--- src/rtl/spi_master_interface_if.sv ---
// Handshake and SPI pin bundle for spi_master_interface.
// The master modport is the controller side; slave is the view of whatever drives start/miso.
interface spi_master_interface_if #(
    parameter int unsigned DATA_WIDTH = 16
) ();
    logic                  start;
    logic [DATA_WIDTH-1:0] data_to_send;
    logic                  busy;
    logic                  done;
    logic [DATA_WIDTH-1:0] data_received;
    logic                  cs;
    logic                  sck;
    logic                  mosi;
    logic                  miso;

    modport master (
        input  start, data_to_send, miso,
        output busy, done, data_received, cs, sck, mosi
    );

    modport slave (
        output start, data_to_send, miso,
        input  busy, done, data_received, cs, sck, mosi
    );
endinterface

--- src/rtl/spi_master_interface.sv ---
// SPI Mode 0 master: one DATA_WIDTH-bit word per transaction, sck from a clock-enable divider.
// Optional macro SPI_MASTER_LSB_FIRST_EN reverses the shift direction (LSB first).
module spi_master_interface #(
    parameter int unsigned DATA_WIDTH = 16,
    parameter int unsigned CLK_DIV    = 4
) (
    input  logic                   clk,
    input  logic                   reset,
    spi_master_interface_if.master bus
);
    localparam int unsigned BIT_W = $clog2(DATA_WIDTH) + 1;
    localparam int unsigned DIV_W = (CLK_DIV > 1) ? $clog2(CLK_DIV) : 1;
`ifdef SPI_MASTER_LSB_FIRST_EN
    localparam int unsigned FIRST = 0;
`else
    localparam int unsigned FIRST = DATA_WIDTH - 1;
`endif

    typedef enum logic [2:0] {IDLE, SETUP, HIGH, LOW, GAP} state_t;

    state_t                state_q, state_d;
    logic [DIV_W-1:0]      div_q, div_d;
    logic [BIT_W-1:0]      bit_q, bit_d;
    logic [DATA_WIDTH-1:0] tx_q, tx_d;
    logic [DATA_WIDTH-1:0] rx_q, rx_d;
    logic [DATA_WIDTH-1:0] drx_q, drx_d;
    logic                  cs_q, cs_d;
    logic                  sck_q, sck_d;
    logic                  mosi_q, mosi_d;
    logic                  busy_q, busy_d;
    logic                  done_q, done_d;

    logic                  phase_end;
    logic [DATA_WIDTH-1:0] tx_rot;
    logic [DATA_WIDTH-1:0] rx_shift;

    // Transmit word rotates so the next bit to send always sits at FIRST.
`ifdef SPI_MASTER_LSB_FIRST_EN
    assign tx_rot   = {tx_q[0], tx_q[DATA_WIDTH-1:1]};
    assign rx_shift = {bus.miso, rx_q[DATA_WIDTH-1:1]};
`else
    assign tx_rot   = {tx_q[DATA_WIDTH-2:0], tx_q[DATA_WIDTH-1]};
    assign rx_shift = {rx_q[DATA_WIDTH-2:0], bus.miso};
`endif

    assign phase_end = (div_q == DIV_W'(CLK_DIV - 1));

    // Next-state and next-output logic; every output is registered from its _d value.
    always_comb begin
        state_d = state_q;
        div_d   = (state_q == IDLE || phase_end) ? '0 : div_q + DIV_W'(1);
        bit_d   = bit_q;
        tx_d    = tx_q;
        rx_d    = rx_q;
        drx_d   = drx_q;
        cs_d    = cs_q;
        sck_d   = sck_q;
        mosi_d  = mosi_q;
        busy_d  = busy_q;
        done_d  = 1'b0;

        case (state_q)
            IDLE: begin
                if (bus.start) begin
                    state_d = SETUP;
                    tx_d    = bus.data_to_send;
                    rx_d    = '0;
                    bit_d   = '0;
                    cs_d    = 1'b0;
                    sck_d   = 1'b0;
                    busy_d  = 1'b1;
                    mosi_d  = bus.data_to_send[FIRST];
                end
            end
            SETUP: begin
                if (phase_end) begin
                    state_d = HIGH;
                    sck_d   = 1'b1;
                end
            end
            HIGH: begin
                if (phase_end) begin
                    state_d = LOW;
                    sck_d   = 1'b0;
                    rx_d    = rx_shift;
                    bit_d   = bit_q + BIT_W'(1);
                    if (bit_q != BIT_W'(DATA_WIDTH - 1)) begin
                        tx_d   = tx_rot;
                        mosi_d = tx_rot[FIRST];
                    end
                end
            end
            LOW: begin
                if (phase_end) begin
                    if (bit_q == BIT_W'(DATA_WIDTH)) begin
                        state_d = GAP;
                        cs_d    = 1'b1;
                        mosi_d  = 1'b0;
                        done_d  = 1'b1;
                        drx_d   = rx_q;
                    end else begin
                        state_d = HIGH;
                        sck_d   = 1'b1;
                    end
                end
            end
            GAP: begin
                if (phase_end) begin
                    state_d = IDLE;
                    busy_d  = 1'b0;
                end
            end
            default: state_d = IDLE;
        endcase
    end

    always_ff @(posedge clk or negedge reset) begin
        if (!reset) begin
            state_q <= IDLE;
            div_q   <= '0;
            bit_q   <= '0;
            tx_q    <= '0;
            rx_q    <= '0;
            drx_q   <= '0;
            cs_q    <= 1'b1;
            sck_q   <= 1'b0;
            mosi_q  <= 1'b0;
            busy_q  <= 1'b0;
            done_q  <= 1'b0;
        end else begin
            state_q <= state_d;
            div_q   <= div_d;
            bit_q   <= bit_d;
            tx_q    <= tx_d;
            rx_q    <= rx_d;
            drx_q   <= drx_d;
            cs_q    <= cs_d;
            sck_q   <= sck_d;
            mosi_q  <= mosi_d;
            busy_q  <= busy_d;
            done_q  <= done_d;
        end
    end

    assign bus.cs            = cs_q;
    assign bus.sck           = sck_q;
    assign bus.mosi          = mosi_q;
    assign bus.busy          = busy_q;
    assign bus.done          = done_q;
    assign bus.data_received = drx_q;
endmodule
--- src/flat_wrapper.sv ---
// flat-port wrapper written by rule: the top's interface ports become plain ports
module spi_master_interface_flat 
#(
    parameter int unsigned DATA_WIDTH = 16,
    parameter int unsigned CLK_DIV    = 4
)
  (clk, reset, bus_start, bus_data_to_send, bus_miso, bus_busy, bus_done, bus_data_received, bus_cs, bus_sck, bus_mosi);
  spi_master_interface_if #(.DATA_WIDTH(DATA_WIDTH)) bus_i ();
  input  logic clk;
  input  logic reset;
  input wire logic [$bits(bus_i.start)-1:0] bus_start;
  input wire logic [$bits(bus_i.data_to_send)-1:0] bus_data_to_send;
  input wire logic [$bits(bus_i.miso)-1:0] bus_miso;
  output wire logic [$bits(bus_i.busy)-1:0] bus_busy;
  output wire logic [$bits(bus_i.done)-1:0] bus_done;
  output wire logic [$bits(bus_i.data_received)-1:0] bus_data_received;
  output wire logic [$bits(bus_i.cs)-1:0] bus_cs;
  output wire logic [$bits(bus_i.sck)-1:0] bus_sck;
  output wire logic [$bits(bus_i.mosi)-1:0] bus_mosi;
  assign bus_i.start = bus_start;
  assign bus_i.data_to_send = bus_data_to_send;
  assign bus_i.miso = bus_miso;
  assign bus_busy = bus_i.busy;
  assign bus_done = bus_i.done;
  assign bus_data_received = bus_i.data_received;
  assign bus_cs = bus_i.cs;
  assign bus_sck = bus_i.sck;
  assign bus_mosi = bus_i.mosi;
  spi_master_interface #(.DATA_WIDTH(DATA_WIDTH), .CLK_DIV(CLK_DIV)) u_core (.clk(clk), .reset(reset), .bus(bus_i));
endmodule
--- config.mk ---
export PLATFORM = sky130hd
export DESIGN_NAME = spi_master_interface_flat
export DESIGN_NICKNAME = d
export VERILOG_FILES = /design/src/rtl/spi_master_interface_if.sv /design/src/rtl/spi_master_interface.sv /design/src/flat_wrapper.sv
export SDC_FILE = /design/constraint.sdc
export NUM_CORES = 1
export LEC_CHECK = 0
export BUFFER_PORTS_ARGS = -buffer_cell sky130_fd_sc_hd__buf_2
export CORE_AREA = 4 4 71 73
export CTS_BUF_LIST = sky130_fd_sc_hd__clkbuf_8
export CTS_CLUSTER_SIZE = 14
export DETAILED_ROUTE_END_ITERATION = 8
export DIE_AREA = 0 0 75 77
export GPL_TIMING_DRIVEN = 1
export PLACE_DENSITY_LB_ADDON = 0.15
export SETUP_SLACK_MARGIN = 0.4
export SKIP_CTS_REPAIR_TIMING = 1
export SYNTH_ARGS = -nofsm -noshare
export SYNTH_HDL_FRONTEND = slang
export SYNTH_SLANG_ARGS = --single-unit
--- constraint.sdc ---
create_clock -name clk -period 5.2 [get_ports clk]
set_input_delay 0.78 -clock clk [delete_from_list [all_inputs] [get_ports clk]]
set_output_delay 0.78 -clock clk [all_outputs]
set_load 0.05 [all_outputs]
After elaboration in Yosys (flattened, before gate mapping)
Index checks and enable logic that the tools add are counted.
{"block": "classes", "add_sub_neg": 2, "eq_ne": 15, "n_mux": 38, "reduce_logical": 15}
{"operator": "$mux W16", "count": 5}
{"operator": "$pmux W16 S2", "count": 2}
{"operator": "$mux W3", "count": 6}
{"operator": "$mux W1", "count": 16}
{"operator": "$pmux W3 S5", "count": 1}
{"operator": "$ne A2 B1 Y1 const B", "count": 6}
{"operator": "$reduce_and A6 Y1", "count": 2}
{"operator": "$mux W5", "count": 2}
{"operator": "$pmux W5 S2", "count": 1}
{"operator": "$reduce_and A3 Y1", "count": 3}
{"operator": "$reduce_and A4 Y1", "count": 2}
{"operator": "$eq A3 B2 Y1 const B", "count": 2}
{"operator": "$reduce_bool A2 Y1", "count": 3}
{"operator": "$add A5 B1 Y5 const B", "count": 1}
{"operator": "$eq A5 B5 Y1 const B", "count": 1}
{"operator": "$ne A5 B4 Y1 const B", "count": 1}
{"operator": "$reduce_and A5 Y1", "count": 1}
{"operator": "$ne A2 B2 Y1 const B", "count": 2}
{"operator": "$pmux W1 S2", "count": 2}
{"operator": "$pmux W1 S4", "count": 1}
{"operator": "$reduce_bool A4 Y1", "count": 1}
{"operator": "$eq A3 B1 Y1 const B", "count": 1}
{"operator": "$eq A3 B3 Y1 const B", "count": 1}
{"operator": "$logic_not A3 Y1", "count": 1}
{"operator": "other kinds (6)", "count": 6}
{"block": "word_totals", "regBits": 63, "in_bits": 20, "output_inout_bits": 21, "word_cells": 81}

Longest topological paths before layout
{"block": "logic_depth", "ltp_word": 4, "ltp_mapped": 7, "ltp_nobuf": 7}

Least setup slack after synthesis
No wires, ideal clock.
{"block": "synth_timing", "path_kind": "input-to-reg", "startpoint": "in bus_start", "endpoint": "reg u_core.tx_q[10]", "setup_time_ns": 0.126, "arrival_ns": 1.621, "t_required_ns": 5.074, "setup_slack_ns": 3.453, "cell_stages": 4, "n_path_buf": 1, "cell_sequence": "or4b_1 o21ai_2 buf_2 a21oi_1"}
{"block": "synth_between", "elab_chain_len": 2}
{"item": "from (decl)", "line": "flat_wrapper.sv:11", "text": "input wire logic [$bits(bus_i.start)-1:0] bus_start;"}
{"item": "$ne A2 B2 Y1 (no source line)"}
{"item": "$reduce_and A4 Y1 (no source line)"}
{"item": "to (signal assigned)", "line": "spi_master_interface.sv:134", "text": "tx_q <= tx_d;"}
{"item": "to (decl)", "line": "spi_master_interface.sv:24", "text": "logic [DATA_WIDTH-1:0] tx_q, tx_d;"}
No other way between the ends.
A chain may end at the register's enable or synchronous reset.

Worst setup path in the final report
{"block": "layout_timing", "startpoint": "reg u_core.div_q[0]", "endpoint": "reg u_core.tx_q[8]"}
{"block": "layout_between", "elab_chain_len": 3}
{"item": "from (decl)", "line": "spi_master_interface.sv:22", "text": "logic [DIV_W-1:0] div_q, div_d;"}
{"item": "from (signal assigned)", "line": "spi_master_interface.sv:132", "text": "div_q <= div_d;"}
{"item": "$eq A2 B2 Y1", "line": "spi_master_interface.sv:46", "text": "assign phase_end = (div_q == DIV_W'(CLK_DIV - 1));"}
{"item": "$ne A2 B1 Y1 (no source line)"}
{"item": "$reduce_and A4 Y1 (no source line)"}
No other way between the ends.

==> summary.md <==
| Metric | Value |
|---|---|
| Status | `complete, no violations` |
| Ys flop type | `dfrtp_1` |
| Top-count cell post-synth | `dfrtp_1` |
| CTS clk-pin slew, worst paths | `0.06 ns` |
| First-pass GRT wire length | `8050 um` |
| Syn Inst Count | `219` |
| Nets | `282` |
| Post-synthesis area per instance | `12.4 um^2` |
| CTS H-tree lvls | `3` |
| Initial Utilization | `0.622` |
| Setup TNS | `0 ns` |
| Switching share of power | `0.337` |
| Synth area leaders | `dfrtp_1, mux2i_1, a22o_1` |
| Clock Path Buffers | `2` |
| Final HPWL from detailed placement | `3000 um` |
| Post-synth ARST share | `1.00` |
| GRT overflow | `0` |
| Antenna violation net count after detailed routing | `0` |
| Worst endpoint required time | `5.45 ns` |
| RSZ-0062 raised after global routing | `no` |
| Die Width | `75 um` |
| Synth top area share | `0.572` |
| Via count | `1772` |
| Post-synth top area cell | `dfrtp_1` |
| Max incr delay on CP | `0.91 ns` |
| Layout Area Growth over Synthesis | `14.4%` |
| Slowest library cell on the worst path | `o21ai_2` |
| Reg power frac | `0.449` |
| Synthesized flop and latch total | `63` |
| Vias in the first global route | `1723` |
| Die height | `77 um` |
| Max-Cap Viols | `0` |
| Fill cells | `314` |
| DRC violations left | `0` |
| Post-route cell area | `3100 um^2` |
| Worst Setup Path Type | `register to register` |
| Crit end category | `register` |
| Worst setup SP type | `register` |
| Clock Sinks | `63` |
| Hold Violations, Final | `0` |
| IR drop worst, VDD | `0.260 mV` |
| Yosys warns | `0` |
| R2R Path End | `u_core.tx_q[8]` |
| Min-Delay Path Class | `register to register` |
| Final wirelength | `4830 um` |
| Fmax | `429 MHz` |
| Hold_sp | `u_core.div_q[0]` |
| Share of cells above drive strength 1 | `0.292` |
| Largest net degree at the start of global routing | `64` |
| Multi-input logic area | `1030 um^2` |
| Comb power frac | `0.288` |
| Synthesized area | `2710 um^2` |
| Num CTS Buffers | `9` |
| R2R Path Start | `u_core.div_q[0]` |
| DP Area | `2910 um^2` |
| Initial DRC count | `122` |
| CTS tree | `done` |
| N_diodes | `0` |
| Crit share post-route | `0.448` |
| Switching power | `0.000518 W` |
| Via-to-Cell Ratio | `5.68` |
| Power per Cell Area | `497 nW/um^2` |
| Hold Path Stages | `1` |
| Slew margin rel. | `0.255` |
| CP max FO | `32` |
| Internal power | `0.00102 W` |
| Clock share of power | `0.262` |
| Root Driver | `clkbuf_8` |
| Slew Limit Fails | `0` |
| Initial antenna violation count | `0` |
| Leak pwr | `1.59 nW` |
| Rows | `24` |
| Worst hold path endpoint | `u_core.div_q[0]` |
| R2r setup slk | `2.87 ns` |
| 1st-pass router iterations | `4` |
| Sequential cell area | `1580 um^2` |
| Total track usage | `0.184` |
| IO Count | `41` |
| Post-Syn Nets | `243` |
| Worst-skew pair later-pin latency | `0.33 ns` |
| Sequential share of the synthesized area | `0.582` |
| Top cells by count, synth | `dfrtp_1, a21oi_1, nor2_1` |
| Routed len/inst | `15.5 um` |
| Synth cell types | `36` |
| EDFF count, synth | `0` |
| Gpl congestion | `0.735` |
| Worst path arrival time | `2.58 ns` |
| Count of final setup violators | `0` |
| WHS | `0.469 ns` |
| # port buffers | `40` |
| Final min period | `2.33 ns` |
| CP Cell Sequence | `ha_1, nand4bb_1, o21ai_2, nor2_1, a21oi_1` |
| Core ar. | `4350 um^2` |
| Final Skew | `0.00705 ns` |
| Least-Margin Pin Slew | `1.12 ns` |
| Worst reg2reg path depth | `5` |
| Die Area | `5780 um^2` |
==> cell families (layout without fill, tap and decap cells) <==
logic type,after synthesis,after routing,synth area share
flops,63,63,0.582
compound gates,51,51,0.126
simple gates,46,46,0.0919
mux,32,32,0.136
buf+inv,21,62,0.0397
fa+ha+maj,4,4,0.0185
xor+xnor,2,2,0.00646
==> state kept, by name (all words and copies together) (netlist names) <==
name,flops
u_core.bit_q,5
u_core.bus.busy,1
u_core.bus.cs,1
u_core.bus.data_received,16
u_core.bus.done,1
u_core.bus.mosi,1
u_core.bus.sck,1
u_core.div_q,2
u_core.rx_q,16
u_core.state_q,3
u_core.tx_q,16
==> layout make-up <==
class	instances	area share
inverters	7	0.00848
multi-input cells	135	0.332
repair buffers	42	0.0694
clock inverters	2	0.0109
clock buffers	11	0.0488
flip-flops and latches	63	0.509
well taps	52	0.0210
==> metrics by stage <==
step	instances	setup WS (ns)	util	total power, W
after global placement	299	3.01	0.669	0.00112
after CTS	312	2.87	0.712	0.00155
after global routing	312	2.59	0.712	0.00164
final	312	2.87	0.712	0.00154
after floorplan	219	3.45	-	0.00105
after detailed placement	299	2.97	0.669	0.00114
==> critical path, delay by kind of cell, from the launching register on <==
| family | cells | cell delay, ns |
|---|---|---|
| AO/OA/AOI/OAI | 2 | 1.09 |
| adder cells (fa/ha/maj) | 1 | 0.40 |
| AND/OR/NAND/NOR | 2 | 0.38 |
| flip-flops | 1 | 0.37 |
==> layout by cell type, fill, tap and decap left out, types with 2 or more instances in the layout <==
| cell type | count |
|---|---|
| dfrtp_1 | 62 |
| buf_2 | 40 |
| a21oi_1 | 22 |
| nor2_1 | 19 |
| a22o_1 | 17 |
| mux2i_1 | 15 |
| clkbuf_8 | 11 |
| mux2_2 | 10 |
| inv_1 | 8 |
| nand2_1 | 8 |
| mux2_4 | 7 |
| o21ai_0 | 4 |
| ha_1 | 4 |
| nand2b_1 | 3 |
| nor3_1 | 2 |
| and3_1 | 2 |
| a211oi_1 | 2 |
| o21a_1 | 2 |
| nand3_1 | 2 |
| xor2_1 | 2 |
| buf_4 | 2 |
==> worst max-delay path by stage <==
stage,startpoint,end,cells past startpoint
2_1_floorplan,bus_start,u_core.tx_q[10],4
3_3_place_gp,u_core.div_q[0],u_core.tx_q[15],4
3_5_place_dp,u_core.div_q[0],u_core.tx_q[9],4
4_1_cts,u_core.div_q[0],u_core.tx_q[8],5
5_1_grt,u_core.div_q[0],u_core.tx_q[8],5
6_report,u_core.div_q[0],u_core.tx_q[8],5
==> metal layers <==
layer	vias up	wire [um]	global-route usage
met3	9	246	0.0444
met1	865	2290	0.260
met2	46	2180	0.255
met5	-	0	0
met4	0	112	0.105
li1	852	-	-
==> power groups by stage <==
stage,sequential [W],clock [W],combinational (W)
global placement,0.000696,0,0.000429
finish,0.000692,0.000404,0.000443
CTS,0.000692,0.000414,0.000448
detailed placement,0.000700,0,0.000444
global route,0.000707,0.000437,0.000492
floorplan,0.000733,0,0.000316
Note: power is estimated with default switching activity, not from simulation.
